## src/rtl/backtrack_ctrl_pkg.sv

```systemverilog
// Shared types for the DPLL backtrack controller and its assignment-stack neighbour.
`ifndef MAX_VARS_BITS
`define MAX_VARS_BITS 7
`endif

package backtrack_ctrl_pkg;

  localparam int VAR_BITS_DEF = `MAX_VARS_BITS;

  localparam logic TYPE_DECIDE = 1'b0;
  localparam logic TYPE_FORCED = 1'b1;

  typedef struct packed {
    logic                    etype;
    logic                    val;
    logic [VAR_BITS_DEF-1:0] var_idx;
  } stack_entry_t;

  typedef enum logic [1:0] {
    IDLE = 2'd0,
    SCAN = 2'd1,
    FLIP = 2'd2,
    FAIL = 2'd3
  } bt_state_e;

endpackage

```

## src/rtl/backtrack_ctrl_if.sv

```systemverilog
// Assignment-stack port bundle: master is the backtrack controller, slave is the stack.
interface backtrack_ctrl_if #(
  parameter int VAR_BITS = `MAX_VARS_BITS
);

  logic [VAR_BITS-1:0] stk_var_out;
  logic                stk_val_out;
  logic                stk_type_out;
  logic                stk_empty;
  logic                stk_full;
  logic                stk_push;
  logic                stk_pop;
  logic [VAR_BITS-1:0] stk_var_in;
  logic                stk_val_in;
  logic                stk_type_in;

  modport master (
    input  stk_var_out, stk_val_out, stk_type_out, stk_empty, stk_full,
    output stk_push, stk_pop, stk_var_in, stk_val_in, stk_type_in
  );

  modport slave (
    output stk_var_out, stk_val_out, stk_type_out, stk_empty, stk_full,
    input  stk_push, stk_pop, stk_var_in, stk_val_in, stk_type_in
  );

endinterface

```

## src/rtl/backtrack_ctrl.sv

```systemverilog
// Conflict-driven backtrack: pops forced entries down to the latest decision, then
// re-pushes that decision negated as a forced entry; reports UNSAT if the stack drains.
module backtrack_ctrl
  import backtrack_ctrl_pkg::*;
#(
  parameter int VAR_BITS = `MAX_VARS_BITS,
  parameter int CNT_BITS = 32
) (
  input  logic                clock,
  input  logic                reset,
  input  logic                conflict,
  backtrack_ctrl_if.master    stk,
  output logic                unassign_valid,
  output logic [VAR_BITS-1:0] unassign_var,
  output logic                assign_valid,
  output logic [VAR_BITS-1:0] assign_var,
  output logic                assign_val,
  output logic                busy,
  output logic                done,
  output logic                unsat,
  output logic [CNT_BITS-1:0] bt_count
);

  bt_state_e           state_q, state_d;
  logic [VAR_BITS-1:0] flip_var_q, flip_var_d;
  logic                flip_val_q, flip_val_d;
  logic [CNT_BITS-1:0] cnt_q, cnt_d;

  logic                push_s, pop_s, val_in_s, type_in_s;
  logic [VAR_BITS-1:0] var_in_s;

  always_comb begin
    state_d        = state_q;
    flip_var_d     = flip_var_q;
    flip_val_d     = flip_val_q;
    cnt_d          = cnt_q;
    push_s         = 1'b0;
    pop_s          = 1'b0;
    var_in_s       = '0;
    val_in_s       = 1'b0;
    type_in_s      = 1'b0;
    unassign_valid = 1'b0;
    unassign_var   = '0;
    assign_valid   = 1'b0;
    assign_var     = '0;
    assign_val     = 1'b0;
    done           = 1'b0;
    unsat          = 1'b0;
    busy           = (state_q != IDLE);

    unique case (state_q)
      IDLE: begin
        if (conflict) state_d = SCAN;
      end
      SCAN: begin
        if (stk.stk_empty) begin
          state_d = FAIL;
        end else begin
          pop_s          = 1'b1;
          unassign_valid = 1'b1;
          unassign_var   = stk.stk_var_out;
          if (stk.stk_type_out == TYPE_DECIDE) begin
            flip_var_d = stk.stk_var_out;
            flip_val_d = ~stk.stk_val_out;
            state_d    = FLIP;
          end
        end
      end
      FLIP: begin
        push_s       = 1'b1;
        var_in_s     = flip_var_q;
        val_in_s     = flip_val_q;
        type_in_s    = TYPE_FORCED;
        assign_valid = 1'b1;
        assign_var   = flip_var_q;
        assign_val   = flip_val_q;
        done         = 1'b1;
        if (cnt_q != '1) cnt_d = cnt_q + CNT_BITS'(1);
        state_d      = IDLE;
      end
      FAIL: begin
        unsat   = 1'b1;
        state_d = IDLE;
      end
      default: state_d = IDLE;
    endcase

    // The stack must not see a strobe while reset holds, even if reset lands mid-SCAN.
    if (reset) begin
      push_s         = 1'b0;
      pop_s          = 1'b0;
      var_in_s       = '0;
      val_in_s       = 1'b0;
      type_in_s      = 1'b0;
      unassign_valid = 1'b0;
      unassign_var   = '0;
      assign_valid   = 1'b0;
      assign_var     = '0;
      assign_val     = 1'b0;
      done           = 1'b0;
      unsat          = 1'b0;
      busy           = 1'b0;
    end
  end

  always_ff @(posedge clock) begin
    if (reset) begin
      state_q    <= IDLE;
      flip_var_q <= '0;
      flip_val_q <= 1'b0;
      cnt_q      <= '0;
    end else begin
      state_q    <= state_d;
      flip_var_q <= flip_var_d;
      flip_val_q <= flip_val_d;
      cnt_q      <= cnt_d;
    end
  end

  // A FLIP push always follows a pop, so a full stack here means the stack misbehaved.
  always_ff @(posedge clock) begin
    assert (reset || state_q != FLIP || !stk.stk_full)
      else $error("backtrack_ctrl: stack full while pushing flipped decision");
  end

  assign stk.stk_push    = push_s;
  assign stk.stk_pop     = pop_s;
  assign stk.stk_var_in  = var_in_s;
  assign stk.stk_val_in  = val_in_s;
  assign stk.stk_type_in = type_in_s;
  assign bt_count        = cnt_q;

endmodule

```

## src/flat_wrapper.sv

```systemverilog
// flat-port wrapper written by rule: the top's interface ports become plain ports
module backtrack_ctrl_flat import backtrack_ctrl_pkg::*;
#(
  parameter int VAR_BITS = `MAX_VARS_BITS,
  parameter int CNT_BITS = 32
)
  (clock, reset, conflict, unassign_valid, unassign_var, assign_valid, assign_var, assign_val, busy, done, unsat, bt_count, stk_stk_var_out, stk_stk_val_out, stk_stk_type_out, stk_stk_empty, stk_stk_full, stk_stk_push, stk_stk_pop, stk_stk_var_in, stk_stk_val_in, stk_stk_type_in);
  backtrack_ctrl_if #(.VAR_BITS(VAR_BITS)) stk_i ();
  input  logic clock;
  input  logic reset;
  input  logic conflict;
  output logic unassign_valid;
  output logic [VAR_BITS-1:0] unassign_var;
  output logic assign_valid;
  output logic [VAR_BITS-1:0] assign_var;
  output logic assign_val;
  output logic busy;
  output logic done;
  output logic unsat;
  output logic [CNT_BITS-1:0] bt_count;
  input wire logic [$bits(stk_i.stk_var_out)-1:0] stk_stk_var_out;
  input wire logic [$bits(stk_i.stk_val_out)-1:0] stk_stk_val_out;
  input wire logic [$bits(stk_i.stk_type_out)-1:0] stk_stk_type_out;
  input wire logic [$bits(stk_i.stk_empty)-1:0] stk_stk_empty;
  input wire logic [$bits(stk_i.stk_full)-1:0] stk_stk_full;
  output wire logic [$bits(stk_i.stk_push)-1:0] stk_stk_push;
  output wire logic [$bits(stk_i.stk_pop)-1:0] stk_stk_pop;
  output wire logic [$bits(stk_i.stk_var_in)-1:0] stk_stk_var_in;
  output wire logic [$bits(stk_i.stk_val_in)-1:0] stk_stk_val_in;
  output wire logic [$bits(stk_i.stk_type_in)-1:0] stk_stk_type_in;
  assign stk_i.stk_var_out = stk_stk_var_out;
  assign stk_i.stk_val_out = stk_stk_val_out;
  assign stk_i.stk_type_out = stk_stk_type_out;
  assign stk_i.stk_empty = stk_stk_empty;
  assign stk_i.stk_full = stk_stk_full;
  assign stk_stk_push = stk_i.stk_push;
  assign stk_stk_pop = stk_i.stk_pop;
  assign stk_stk_var_in = stk_i.stk_var_in;
  assign stk_stk_val_in = stk_i.stk_val_in;
  assign stk_stk_type_in = stk_i.stk_type_in;
  backtrack_ctrl #(.VAR_BITS(VAR_BITS), .CNT_BITS(CNT_BITS)) u_core (.clock(clock), .reset(reset), .conflict(conflict), .stk(stk_i), .unassign_valid(unassign_valid), .unassign_var(unassign_var), .assign_valid(assign_valid), .assign_var(assign_var), .assign_val(assign_val), .busy(busy), .done(done), .unsat(unsat), .bt_count(bt_count));
endmodule
```

## config.mk

```make
export PLATFORM = sky130hd
export DESIGN_NAME = backtrack_ctrl_flat
export DESIGN_NICKNAME = d
export VERILOG_FILES = /design/src/rtl/backtrack_ctrl_pkg.sv /design/src/rtl/backtrack_ctrl_if.sv /design/src/rtl/backtrack_ctrl.sv /design/src/flat_wrapper.sv
export SDC_FILE = /design/constraint.sdc
export NUM_CORES = 1
export LEC_CHECK = 0
export BUFFER_PORTS_ARGS = -buffer_cell sky130_fd_sc_hd__buf_2
export CAP_MARGIN = 40
export CORE_ASPECT_RATIO = 1.2
export CORE_MARGIN = 2
export CORE_UTILIZATION = 54
export DETAILED_ROUTE_END_ITERATION = 10
export PLACE_DENSITY_LB_ADDON = 0.05
export SKIP_LAST_GASP = 1
export SYNTH_ARGS = -nofsm -noshare
export SYNTH_HDL_FRONTEND = slang
export SYNTH_SLANG_ARGS = --single-unit
```

## constraint.sdc

```tcl
create_clock -name clock -period 3.3 [get_ports clock]
set_clock_uncertainty 0.05 [all_clocks]
set_input_delay 0.99 -clock clock [delete_from_list [all_inputs] [get_ports clock]]
set_output_delay 0.99 -clock clock [all_outputs]
set_load 0.01 [all_outputs]
```

* Word-level counts from Yosys, hierarchy flattened
Cells that the tools add are included.
** Storage, ports and cells
- Output and inout port bits :: 63
- Register bits after elaboration :: 42
- Bits in read-only memories :: 0
- Input port bits :: 14
- Memories kept :: 0
- RAM bits :: 0
- Latch bits :: 0
** Cells by class
- Add/sub/neg operators :: 1
- Equality and inequality tests :: 6
- $mul :: 0
- Mux-type cells :: 19
- Reductions and logical operators :: 6
- Divide/modulo/power cells :: 0
- Shift-type cells :: 0
- Bitwise gates (word level) :: 3
- Magnitude comparators :: 0
** Operators by type and width (number)
- 7-bit 2-to-1 mux :: 5
- 32-bit by 1-bit adder with 32-bit output, second input constant :: 1
- 32-bit != test, second input constant :: 1
- 1-bit 2-to-1 mux :: 10
- 2-bit 2-to-1 mux :: 3
- 2-bit one-hot mux with 3 select lines :: 1
- 2-bit equality test, second input constant :: 2
- 2-bit AND reduction :: 2
- 3-bit != test, second input constant :: 1
- 1-bit inverter :: 3
- 3-bit AND reduction :: 1
- 2-bit by 1-bit equality test with 1-bit output, second input constant :: 1
- 2-bit zero test :: 1
- 2-bit != test, second input constant :: 1
- 2-bit nonzero test :: 1
- 2-bit OR reduction :: 1

* Longest topological paths before layout
Gate-level depths: netlist of the first run.
- Depth after elaboration :: 3
- Mapped depth :: 6
- Mapped depth without buffers :: 6

* Least setup slack after synthesis of the first run
No wires, ideal clock.
- Path kind :: input -> output
- Start point :: input port reset
- End point :: output port unassign_var[0]
- Path slack :: 0.250 ns
- Arrival time :: 2.010 ns
- Buffers on the path :: 0
- Data required time :: 2.260 ns
- Stages on the path :: 3
- Path through :: or3b_2 nor2_1 and2_1
** Between the ends
- Cells in the longest elaborated chain, start to end :: 1
** RTL lines
- start, declared :: line flat_wrapper.sv:10 : input logic reset;
- 7-bit 2-to-1 mux :: line backtrack_ctrl.sv:89 : if (reset) begin
- end, declared :: line flat_wrapper.sv:13 : output logic [VAR_BITS-1:0] unassign_var;
No other way between the ends.

* Final worst setup path of the first run
- Start point :: input port reset
- End point :: output port unassign_var[2]
Same word-level chain as after synthesis.

==> results of run 1 <==
-- layer usage --
layer | part of all wire [%] | wire, µm
met1 | 46 | 2279
met2 | 48 | 2355
met3 | 3.9 | 193
met4 | 1.7 | 82
met5 | 0 | 0
-- cells in the final DEF, fill, tap and decap left out, drive strengths merged, types with 3 or more instances in the layout --
| cell | netlist | layout |
|---|---|---|
| and2 | 19 | 19 |
| nor2 | 25 | 25 |
| dfxtp | 42 | 42 |
| nand2 | 14 | 14 |
| clkbuf | 6 | 6 |
| inv | 4 | 4 |
| and4 | 3 | 3 |
| and3 | 8 | 8 |
| xnor2 | 3 | 3 |
| nand4b | 3 | 3 |
| buf | 13 | 80 |
| mux2i | 8 | 8 |
| o31ai | 4 | 4 |
| or3 | 19 | 19 |
| o21ai | 20 | 20 |
| nand4 | 10 | 10 |
| nand3 | 10 | 10 |
| or4 | 3 | 3 |
| xor2 | 3 | 3 |
| a21oi | 25 | 25 |
| o2111ai | 3 | 3 |
-- per-stage QoR --
step	cell area, µm²	hold WS (ns)
after CTS	2716	0.4453
after global placement	2606	0.4155
after global routing	2716	0.4727
after detailed placement	2606	0.4273
after floorplan	2237	0.4015
final	2716	0.4384
-- flip-flops by register name, indices dropped and copies added (netlist names) --
signal / cells
u_core.bt_count: 32
u_core.flip_var_q: 7
u_core.state_q: 2
u_core.flip_val_q: 1
-- power by group --
| group | switching, mW | leakage (nW) | internal, mW |
|---|---|---|---|
| Clock | 0.176 | 0.0514 | 0.226 |
| Sequential | 0.00502 | 0.339 | 0.512 |
| Combinational | 0.0272 | 0.741 | 0.0219 |
| Total | 0.208 | 1.13 | 0.759 |
-- cell type report --
type / instances / area (µm²)
Clock buffer: 6 / 72.57
Clock inverter: 2 / 37.54
Fill cell: 380 / 1256
Inverter: 4 / 15.01
Multi-Input combinational cell: 201 / 1270
Sequential cell: 42 / 840.8
Tap cell: 54 / 67.56
Timing Repair Buffer: 80 / 412.9
-- worst max-delay path, stage by stage --
cell    delay (ns)
buf_2         0.11
or3b_2        0.45
nor2_1        0.10
buf_4         0.15
and2_1        0.12
buf_2         0.12
-- kinds of logic (layout without fill, tap and decap cells) --
kind of cell / Yosys count / in the layout / synth area share, %
AOI/OAI and AO/OA: 60 / 60 / 17.79
buffers and inverters: 23 / 92 / 5.928
adders and majority gates: 1 / 1 / 0.5592
and+or+nand+nor: 125 / 125 / 31.71
DFF: 42 / 42 / 37.58
xor gates and xnor gates: 6 / 6 / 2.349
muxes: 9 / 9 / 4.083
-- final timing paths --
check,to,slack (ns),cells past startpoint
worst min-delay path,u_core.flip_var_q[6],0.44,2
worst min register to register,u_core.flip_var_q[6],0.44,2
worst max register to register,u_core.bt_count[11],1.08,5
worst max-delay path,unassign_var[2],0.22,6
==> metrics, run 1 <==
post-synthesis instance total 266; Synthesized Nets 281; CP max FO 9; via count 2,140; DP Cell Count 381; clk slew on worst S/H paths 0.07 ns; DR WL/cell 12.62 µm; max-cap violation count 0; gr usage total 21.79%; Final Util 68.38%; hold buffers post-CTS 0; met1 Use GR 27.27%; Post-synth EDFFs 0; endpoints failing setup 0; vias in the first global route 1,779; post-synthesis sequential area ratio 37.58%; syn avg cell area 8.410 µm²; H-tree depth 2; final wirelength 4910 µm; Synth Warn # 0; met3 Use GR 5.598%; VDD IR max 0.2594 mV; IO buf count 75; Final GP Congestion 0.7563; Fin Setup TNS 0 ns; I/O Pins 77; initial antenna violation count 0; Design Power 967.7 µW; worst-skew pair later-pin latency 0.30 ns; largest net degree at the start of global routing 46; Worst Hold Launch u_core.flip_var_q[6]; HP Class flip-flop to flip-flop; share of cells above drive strength 1 31.34%; via density per instance 5.501; starting density of the core 56.31%; CP startpoint kind input port; post-synth top area share 37.58%; Die Y 74.51 µm; PD cells 356.2 mW/mm²; DRT antenna net count 0; Yosys reg bits 42; nets 349; Max Slew Vio Count 0; leading cell type by number of instances after synthesis dfxtp_1; RSZ-0062 raised after global routing no; top cells by count, synth 42 x dfxtp_1, 25 x a21oi_1, 25 x nor2_1, 19 x and2_1, 18 x o21ai_0; async set-reset flop share out of synthesis 0%; HPWL after DPL 3588 µm; Req. time, crit path 2.26 ns; final cell count without fillers 389; Setup CP Type input port to output pin; postcts setup bufs 0; first-pass GRT wire length 8148 µm; Post-CTS Resized 0; DRC viols 0; status completed; gr ovfl total 0; Synth Flop Type dfxtp_1; die area 0.004676 mm²; Synth area leaders dfxtp_1 38%, a21oi_1 5.6%, and2_1 5.3%; Worst Path Arrival 2.04 ns; Hold Fails Final Rpt 0; Max Fclk 325.0 MHz; R2R Path Start u_core.bt_count[17]; grt peak-use layer met2; Root Buffer clkbuf_8; CTS sink count 42; Post-Syn Area 0.002237 mm²; start point of the critical path reset; Core ar. 0.003973 mm²; CP endpoint kind output pin; synth unique cells 43; PnR worst setup slack 0.2231 ns; floorplan row count 25; final worst-path cycle share 93.24%; final critical-path required period 3.077 ns; initial DRC count 82; slew margin rel. 47.62%; cell leakage power 1.131 nW; total clock buffers created by CTS 5; diode count 0; Global Route met2 Usage 36.68%; Slew @ Worst Pin 0.7821 ns; CTS tree built; clk buf depth 2; Die W 62.76 µm; area delta synth->final 21.42%; total iterations of the first detailed-routing run 4; pre-CTS WS 0.2176 ns; post-synth top area cell dfxtp_1
No activity file was read; power rests on OpenSTA's default activity.
==> inputs of run 2 (changes only) <==
- CORE_ASPECT_RATIO: 1.2 -> 0.75
==> run 2 against run 1 <==
Effect of this change: critical path depth is the same; setup slack lost 0.030 ns; sequential share of layout area is 0.24 points higher; sequential cell count did not move; critical path type unchanged; highest routed layer unchanged.
==> metrics, run 2 (same netlist as run 1, synthesis figures left out) <==
R2R Path Start u_core.bt_count[20]; reg-to-reg critical path endpoint u_core.bt_count[7]; total clock buffers created by CTS 5 (unchanged); Final Util 67.31% (-1.1 points); PD cells 339.0 mW/mm² (-4.8%); worst-skew pair later-pin latency 0.30 ns (about the same); Int Pwr 701.0 µW (-7.7%); Cell Chain, Critical Path buf_2, or3b_2, nor2_1, buf_4, and2_1, buf_2; hold buffers post-CTS 0 (unchanged); Flop pwr share 56.6% (+3.2 points); met3 Use GR 5.287% (-0.31 points); I/O Pins 77 (unchanged); DR WL/cell 13.11 µm (+3.9%); Worst Hold End u_core.flip_var_q[0]; postcts setup bufs 0 (unchanged); endpoints failing setup 0 (unchanged); CTS tree built; met1 Use GR 30.12% (+2.8 points); r2r worst-path depth 5 (unchanged); NetSw 212.6 µW (+2.0%); status completed; CP max stage cell or3b_2; Comb power frac 5.4% (+0.3 points); gr usage total 22.16% (+0.38 points); Die W 78.32 µm (+25%); Final GP Congestion 0.8443 (+12%); total iterations of the first detailed-routing run 4 (unchanged); commonest non-fill, non-tap cell in the layout buf_2; fill cell count 347 (-8.7%); crit-path most repeated cell buf_2; Slew @ Worst Pin 0.6855 ns (-0.09653 ns); vias in the first global route 1,767 (-0.67%); final worst-path cycle share 94.15% (+0.91 points); diode count 0 (unchanged); Setup CP Type input port to output pin; first-pass GRT wire length 8079 µm (-0.85%); flop-to-flop setup slack 1.04 ns (-0.04 ns); final cell count without fillers 389 (unchanged); final wirelength 5101 µm (+3.9%); clock power share 38.1% (-3.4 points); CTS sink count 42 (unchanged); Fin Setup TNS 0 ns (unchanged); Sw Ratio 23.27% (+1.7 points); worst hold path depth 2 (unchanged); VDD IR max 0.3287 mV (+27%); H-tree depth 2 (unchanged); Root Buffer clkbuf_8; Post-CTS Resized 0 (unchanged); crit-path max cell delay 0.46 ns (about the same); starting density of the core 55.88% (-0.44 points); Fin Hold WS 0.4395 ns (+0.001104 ns); most frequent cells in the layout 75 x buf_2, 42 x dfxtp_1, 25 x nor2_1, 25 x a21oi_1, 19 x and2_1; IO buf count 75 (unchanged); grt peak-use layer met2; DRT antenna net count 0 (unchanged); DP Cell Count 381 (unchanged); Die Y 59.74 µm (-20%); HP Class flip-flop to flip-flop; Req. time, crit path 2.26 ns (about the same); die area 0.004679 mm² (about the same); CP max FO 9 (unchanged); Max Slew Vio Count 0 (unchanged); Worst Path Arrival 2.07 ns (+0.03 ns); clk slew on worst S/H paths 0.08 ns (about the same); slew margin rel. 54.08% (+6.5 points); max-cap violation count 0 (unchanged); Worst Hold Launch u_core.flip_var_q[0]; area delta synth->final 20.47%; clk buf depth 2 (unchanged); via density per instance 5.535 (+0.61%); Core ar. 0.004004 mm² (+0.79%); floorplan row count 20 (-20%); HPWL after DPL 3715 µm (+3.5%); cell leakage power 1.122 nW (-0.85%); final critical-path required period 3.107 ns (+0.03009 ns); initial antenna violation count 0 (unchanged); nets 348 (-0.29%); max FFs per register 32 (unchanged); gr ovfl total 0 (unchanged); CP startpoint kind input port; CP endpoint kind output pin; Global Route met2 Usage 34.73% (-1.9 points); largest net degree at the start of global routing 46 (unchanged); initial DRC count 78 (-4.9%); share of cells above drive strength 1 31.44% (+0.094 points); Hold Fails Final Rpt 0 (unchanged); DRC viols 0 (unchanged); RSZ-0062 raised after global routing no; via count 2,153 (+0.61%); Max Fclk 321.9 MHz (-0.97%)
[run 2: changes by cell type in the layout (fill, tap and decap cells not counted), sizes merged]
cell | previous run | this run
buf | 80 | 79
clkinv | 0 | 1
bufinv | 1 | 0
[run 2: how the worst max path moves through the flow]
stage	start	end	slack, ns	depth (start not counted)
after global placement	reset	unassign_var[4]	0.22	6
after detailed placement	reset	unassign_var[2]	0.19	6
after global routing	reset	unassign_var[3]	0.12	6
after CTS	reset	unassign_var[2]	0.19	6
final	reset	unassign_var[2]	0.19	6
after floorplan	reset	unassign_var[0]	0.25	3
[run 2: worst max-delay path, delay by kind of cell]
| family | cells | cell delay, ns |
|---|---|---|
| buf+inv | 3 | 0.40 |
| simple gates | 3 | 0.69 |
[run 2: layout make-up]
cell class,count,area [µm²],area share (%)
flip-flops and latches,42,840.8,31.20
multi-input cells,201,1270,47.12
clock buffers,6,82.58,3.064
well taps,55,68.82,2.553
clock inverters,2,12.51,0.4643
repair buffers,79,405.4,15.04
inverters,4,15.01,0.5571
[run 2: metal layers]
layer	part of all wire (%)	routed length [µm]
met5	0	0
met4	1.1	54
met3	5.4	277
met2	43	2212
met1	50	2557
[run 2: power by group through the flow]
stage | combinational [mW] | sequential (mW) | clock, mW
detailed placement | 0.0494 | 0.529 | 0
global placement | 0.0483 | 0.529 | 0
global route | 0.0546 | 0.518 | 0.379
floorplan | 0.0299 | 0.528 | 0
CTS | 0.0496 | 0.517 | 0.358
finish | 0.0491 | 0.517 | 0.348
[run 2: per-stage QoR]
| step | setup slack (ns) | area (µm²) | total power, mW |
|---|---|---|---|
| floorplan | 0.2497 | 2237 | 0.5576 |
| global placement | 0.2245 | 2600 | 0.5768 |
| detailed placement | 0.1914 | 2600 | 0.5782 |
| CTS | 0.1891 | 2695 | 0.9247 |
| global route | 0.1220 | 2695 | 0.9512 |
| finish | 0.1930 | 2695 | 0.9137 |
